$ cat src/rtl/mux_stream_pkg.sv
// Shared types and constants for the N:1 packet stream multiplexer.
package mux_stream_pkg;
  typedef enum logic {IDLE = 1'b0, LOCKED = 1'b1} state_t;
  localparam int ARB_SEL = 0;
  localparam int ARB_RR  = 1;
endpackage

$ cat src/rtl/mux_stream_n1_rr_arbiter.sv
// Round-robin arbiter: the search starts just above the last granted channel
// and wraps around, so every requester is served within CHANNELS grants.
module rr_arbiter #(
  parameter  int CHANNELS = 4,
  localparam int IDX_W    = $clog2(CHANNELS)
) (
  input  logic                clk,
  input  logic                rst_n,
  input  logic [CHANNELS-1:0] req,
  input  logic                update,
  output logic [CHANNELS-1:0] grant,
  output logic [IDX_W-1:0]    idx
);
  logic [IDX_W-1:0]    last_q;
  logic [CHANNELS-1:0] mask, masked, pick;
  logic                found;

  always_comb begin
    mask = '0;
    for (int i = 0; i < CHANNELS; i++) mask[i] = (i > int'(last_q));
    masked = req & mask;
    // Nothing requesting above the pointer: wrap to the lowest requester.
    pick  = (|masked) ? masked : req;
    grant = '0;
    idx   = '0;
    found = 1'b0;
    for (int i = 0; i < CHANNELS; i++) begin
      if (!found && pick[i]) begin
        found    = 1'b1;
        grant[i] = 1'b1;
        idx      = IDX_W'(i);
      end
    end
  end

  // Pointer resets to the top channel so channel 0 wins first.
  always_ff @(posedge clk or negedge rst_n) begin
    if (!rst_n)      last_q <= IDX_W'(CHANNELS - 1);
    else if (update) last_q <= idx;
  end
endmodule

$ cat src/rtl/mux_stream_n1.sv
// N:1 packet stream mux: locks onto one channel for a whole packet and
// forwards it through a single registered output stage.
module mux_stream_n1
  import mux_stream_pkg::*;
#(
  parameter  int WIDTH    = 8,
  parameter  int CHANNELS = 4,
  parameter  int ARB      = ARB_SEL,
  localparam int SEL_W    = $clog2(CHANNELS)
) (
  input  logic                      clk,
  input  logic                      rst_n,
  input  logic [SEL_W-1:0]          sel,
  input  logic [CHANNELS*WIDTH-1:0] in_data,
  input  logic [CHANNELS-1:0]       in_valid,
  input  logic [CHANNELS-1:0]       in_last,
  output logic [CHANNELS-1:0]       in_ready,
  output logic [WIDTH-1:0]          out_data,
  output logic                      out_valid,
  output logic                      out_last,
  input  logic                      out_ready,
  output logic [SEL_W-1:0]          cur_ch,
  output logic                      busy
);
  state_t           state_q, state_d;
  logic [SEL_W-1:0] cur_q, cur_d, cand_idx;
  logic             cand_vld, grant_en, slot_rdy, load;
  logic [WIDTH-1:0] odata_q;
  logic             olast_q, ovalid_q;

  assign grant_en = (state_q == IDLE) && cand_vld;

  generate
    if (ARB == ARB_RR) begin : g_rr
      logic [CHANNELS-1:0] grant;
      logic                sel_unused;
      rr_arbiter #(.CHANNELS(CHANNELS)) u_arb (
        .clk    (clk),
        .rst_n  (rst_n),
        .req    (in_valid),
        .update (grant_en),
        .grant  (grant),
        .idx    (cand_idx)
      );
      assign cand_vld   = |grant;
      assign sel_unused = ^sel;
    end else begin : g_sel
      // Out-of-range selects never produce a candidate.
      always_comb begin
        cand_vld = 1'b0;
        if (int'(sel) < CHANNELS) cand_vld = in_valid[sel];
      end
      assign cand_idx = sel;
    end
  endgenerate

  assign slot_rdy = !ovalid_q || out_ready;

  always_comb begin
    in_ready = '0;
    load     = 1'b0;
    if (state_q == LOCKED) begin
      in_ready[cur_q] = slot_rdy;
      load            = in_valid[cur_q] && slot_rdy;
    end
  end

  always_comb begin
    state_d = state_q;
    cur_d   = cur_q;
    case (state_q)
      IDLE: if (cand_vld) begin
        state_d = LOCKED;
        cur_d   = cand_idx;
      end
      LOCKED: if (load && in_last[cur_q]) state_d = IDLE;
      default: state_d = IDLE;
    endcase
  end

  always_ff @(posedge clk or negedge rst_n) begin
    if (!rst_n) begin
      state_q <= IDLE;
      cur_q   <= '0;
    end else begin
      state_q <= state_d;
      cur_q   <= cur_d;
    end
  end

  // Output slot: a load overrides a drain, so back-to-back beats have no bubble.
  always_ff @(posedge clk or negedge rst_n) begin
    if (!rst_n) begin
      ovalid_q <= 1'b0;
      odata_q  <= '0;
      olast_q  <= 1'b0;
    end else if (load) begin
      ovalid_q <= 1'b1;
      odata_q  <= in_data[int'(cur_q)*WIDTH +: WIDTH];
      olast_q  <= in_last[cur_q];
    end else if (out_ready) begin
      ovalid_q <= 1'b0;
    end
  end

  assign out_data  = odata_q;
  assign out_last  = olast_q;
  assign out_valid = ovalid_q;
  assign cur_ch    = cur_q;
  assign busy      = (state_q == LOCKED);
endmodule

$ cat config.mk
export PLATFORM = sky130hd
export DESIGN_NAME = mux_stream_n1
export DESIGN_NICKNAME = d
export VERILOG_FILES = /design/src/rtl/mux_stream_pkg.sv /design/src/rtl/mux_stream_n1_rr_arbiter.sv /design/src/rtl/mux_stream_n1.sv
export SDC_FILE = /design/constraint.sdc
export NUM_CORES = 1
export LEC_CHECK = 0
export BUFFER_PORTS_ARGS = -buffer_cell sky130_fd_sc_hd__buf_2
export CAP_MARGIN = 20
export CORE_MARGIN = 10
export CORE_UTILIZATION = 39
export DETAILED_ROUTE_END_ITERATION = 8
export PLACE_DENSITY = 0.79
export SLEW_MARGIN = 20
export SYNTH_ARGS = -nofsm -noshare
export SYNTH_HDL_FRONTEND = slang
export SYNTH_HIERARCHICAL = 1
export SYNTH_SLANG_ARGS = --single-unit
$ cat constraint.sdc
create_clock -name clk -period 1.7 [get_ports clk]
set_input_delay 0.34 -clock clk [delete_from_list [all_inputs] [get_ports clk]]
set_output_delay 0.34 -clock clk [all_outputs]
set_load 0.01 [all_outputs]
==> flow_summary.toml <==
[synth]
ys.warnings.count = 6
synthesis.nets = 96
synth_top_area_share = 0.402
synth_common_cells = "13 x dfrtp_1, 10 x mux2_2, 9 x mux4_2"
post-synth-top-count-cell = "dfrtp_1"
yosys.area.top_type = "dfrtp_1"
synth_edf_count = 0
synth_cell_types = 15
syn_area_sq_um = 810
syn_inst = 51
syn_avg_cell_area_sq_um = 15.9
yosys-top-cells-area = "dfrtp_1 40%, mux4_2 25%, mux2_2 14%"
async_flop_share = 1.00
ys.flop_type = "dfrtp_1"
synth_seq_cells = 13
seq_area_frac_synth = 0.402

[finish]
final_cells = 144
fillCellCount = 179
fin_area_sq_mm = 0.00119
drive_above_1_share = 0.769
syn2layout_area_growth_pct = 47.1
multi_input_area_sq_um = 457
fin_nets = 163
register_area_sq_um = 325
antenna_cells = 0

[worst_setup_path]
critPathArrivalTime_ns = 1.80
slowest_delay_ns = 0.57
path_delay_family = "multiplexers"
path_max_fanout = 10
path_class = "flip-flop to flip-flop"
setup.worst_path.end_class = "flip-flop"
crit_required_ns = 1.86
critPathSlowestCell = "mux4_2"
critPathLaunchType = "flip-flop"
path_cells = "mux4_2 > nand3_4 > mux2_2"
worst-path-buf-inv = 0

[timing]
setup_ws_ns = 0.0589
setup_viol = 0
setup-tns-final_ns = 0
skew_ns = 0.00415
max_freq_mhz = 609
max_slew_margin = 0.803
drv_slew = 0
rsz0062_at_grt = "false"
period_share = 0.965
tightestPinTransition_ns = 0.295
hold_violations = 0
finalCriticalPeriod_ns = 1.64

[drt]
first_pass_iters = 4
drc_errors = 0
routed_wl_um = 2610
first_iter_violations = 31
vias = 745
wire_per_inst_um = 18.1
antenna_left = 0
vias_per_cell = 5.17

[clocking]
cts_root_buffer = "clkbuf_4"
ctsLongestPathBuffers = 2
htree_levels = 1
cts_tree = "done"
cts.sinks = 13
clk_transition_reported_paths_ns = 0.08
clkLatencyLatePin_ns = 0.28
cts_inserted_buffers = 3

[pwr]
p_leak_nw = 0.597
p_sw_mw = 0.752
power_switching_share = 0.377
vdd_drop_max_v = 0.000958
intPower_mw = 1.24
p_clk_frac = 0.096
pwr-share-comb = 0.609
total_power_mw = 2.00
p_seq_frac = 0.294
p_per_area_mw_per_mm2 = 1670

[floorplan]
initial_utilization = 0.413
io_pins = 62
die_h_um = 65.6
core_area_sq_mm = 0.00196
dieArea_sq_mm = 0.00430
rows = 16
die_w_um = 65.6

[run_status]
status = "complete, no violations"

[grt]
overflow = 0
track_usage = 0.117
first_global_vias = 865
grt_pass1_wl_um = 3980
grt_max_degree = 15
antenna_found_initial = 0

[placement]
place_worst_setup_slack_ns = 0.0690
dpl.cell_count = 139
gp_congestion = 0.789
portBuffers = 61
dp_hpwl_um = 2240
place_area_sq_mm = 0.00114

[hold_path]
min_path_type = "input pin to flip-flop"

[run]
maxCapViolCount = 0
[through the flow]
stage / utilization / hold WS, ns
after global placement: 0.584 / 0.236
after global routing: 0.607 / 0.322
final: 0.607 / 0.309
after detailed placement: 0.584 / 0.246
after CTS: 0.602 / 0.314
after floorplan: - / 0.0444
[cells in the final DEF, fill, tap and decap left out]
cell            n
buf_6           2
nand3_1         1
a21bo_2         2
buf_2          61
nand2b_1        1
inv_1           1
nand2b_2        1
dfrtp_1        13
nand3_4         1
mux2_2         10
clkbuf_4        3
dlygate4sd3_1   1
buf_4           1
nor2_1          2
nand4_1         1
mux4_1          2
nand2_1         2
nor3_1          2
mux4_2          9
clkbuf_1        1
[power groups by stage]
stage | registers, mW | clock network, mW | logic, mW
after global routing | 0.602 | 0.209 | 1.33
after detailed placement | 0.586 | 0 | 1.22
after global placement | 0.572 | 0 | 1.17
after floorplan | 0.657 | 0 | 0.754
after CTS | 0.579 | 0.190 | 1.22
final | 0.587 | 0.192 | 1.22
[final cells by class]
class,instances,area share
Sequential cell,13,0.273
Timing Repair Buffer,65,0.290
Inverter,1,0.00315
Clock buffer,4,0.0221
Tap cell,27,0.0284
Multi-Input combinational cell,34,0.383
[path summary, 6_finish.rpt]
path                                  start          end  slack, ns  depth (start not counted)
worst min-delay path                 sel[1]    cur_ch[1]       0.31                          2
worst min register to register  out_data[3]  out_data[3]       0.51                          1
min in group asynchronous             rst_n  out_data[7]       0.47                          2
max in group asynchronous             rst_n    out_valid       1.00                          2
worst max register to register    cur_ch[0]  out_data[4]       0.06                          3
worst max-delay path              cur_ch[0]  out_data[4]       0.06                          3
[what timing repair did]
item                                    4_1_cts  5_1_grt
hold endpoints to repair                     13        0
endpoints found under the setup margin        0        4
hold buffers                                  1        0
resized for setup                             0        3
setup buffers                                 0        0
[state kept, by name (all words and copies together) (netlist names)]
register and cells:
out_valid 1, cur_ch 2, busy 1, out_data 8, out_last 1
[cells by family (layout without fill, tap and decap cells)]
group / after synthesis / in the layout / synth area share
buf+inv: 4 / 70 / 0.0371
mux: 21 / 21 / 0.454
compound gates: 2 / 2 / 0.0247
flops: 13 / 13 / 0.402
simple gates: 11 / 11 / 0.0819
[per-layer routing]
metal | vias up | routed length [um] | global-route usage
li1 | 337 | - | -
met1 | 362 | 916 | 0.116
met2 | 44 | 1310 | 0.198
met3 | 2 | 356 | 0.0678
met4 | 0 | 25 | 0.0481
met5 | - | 0 | 0
(Power assumes the default switching activity.)
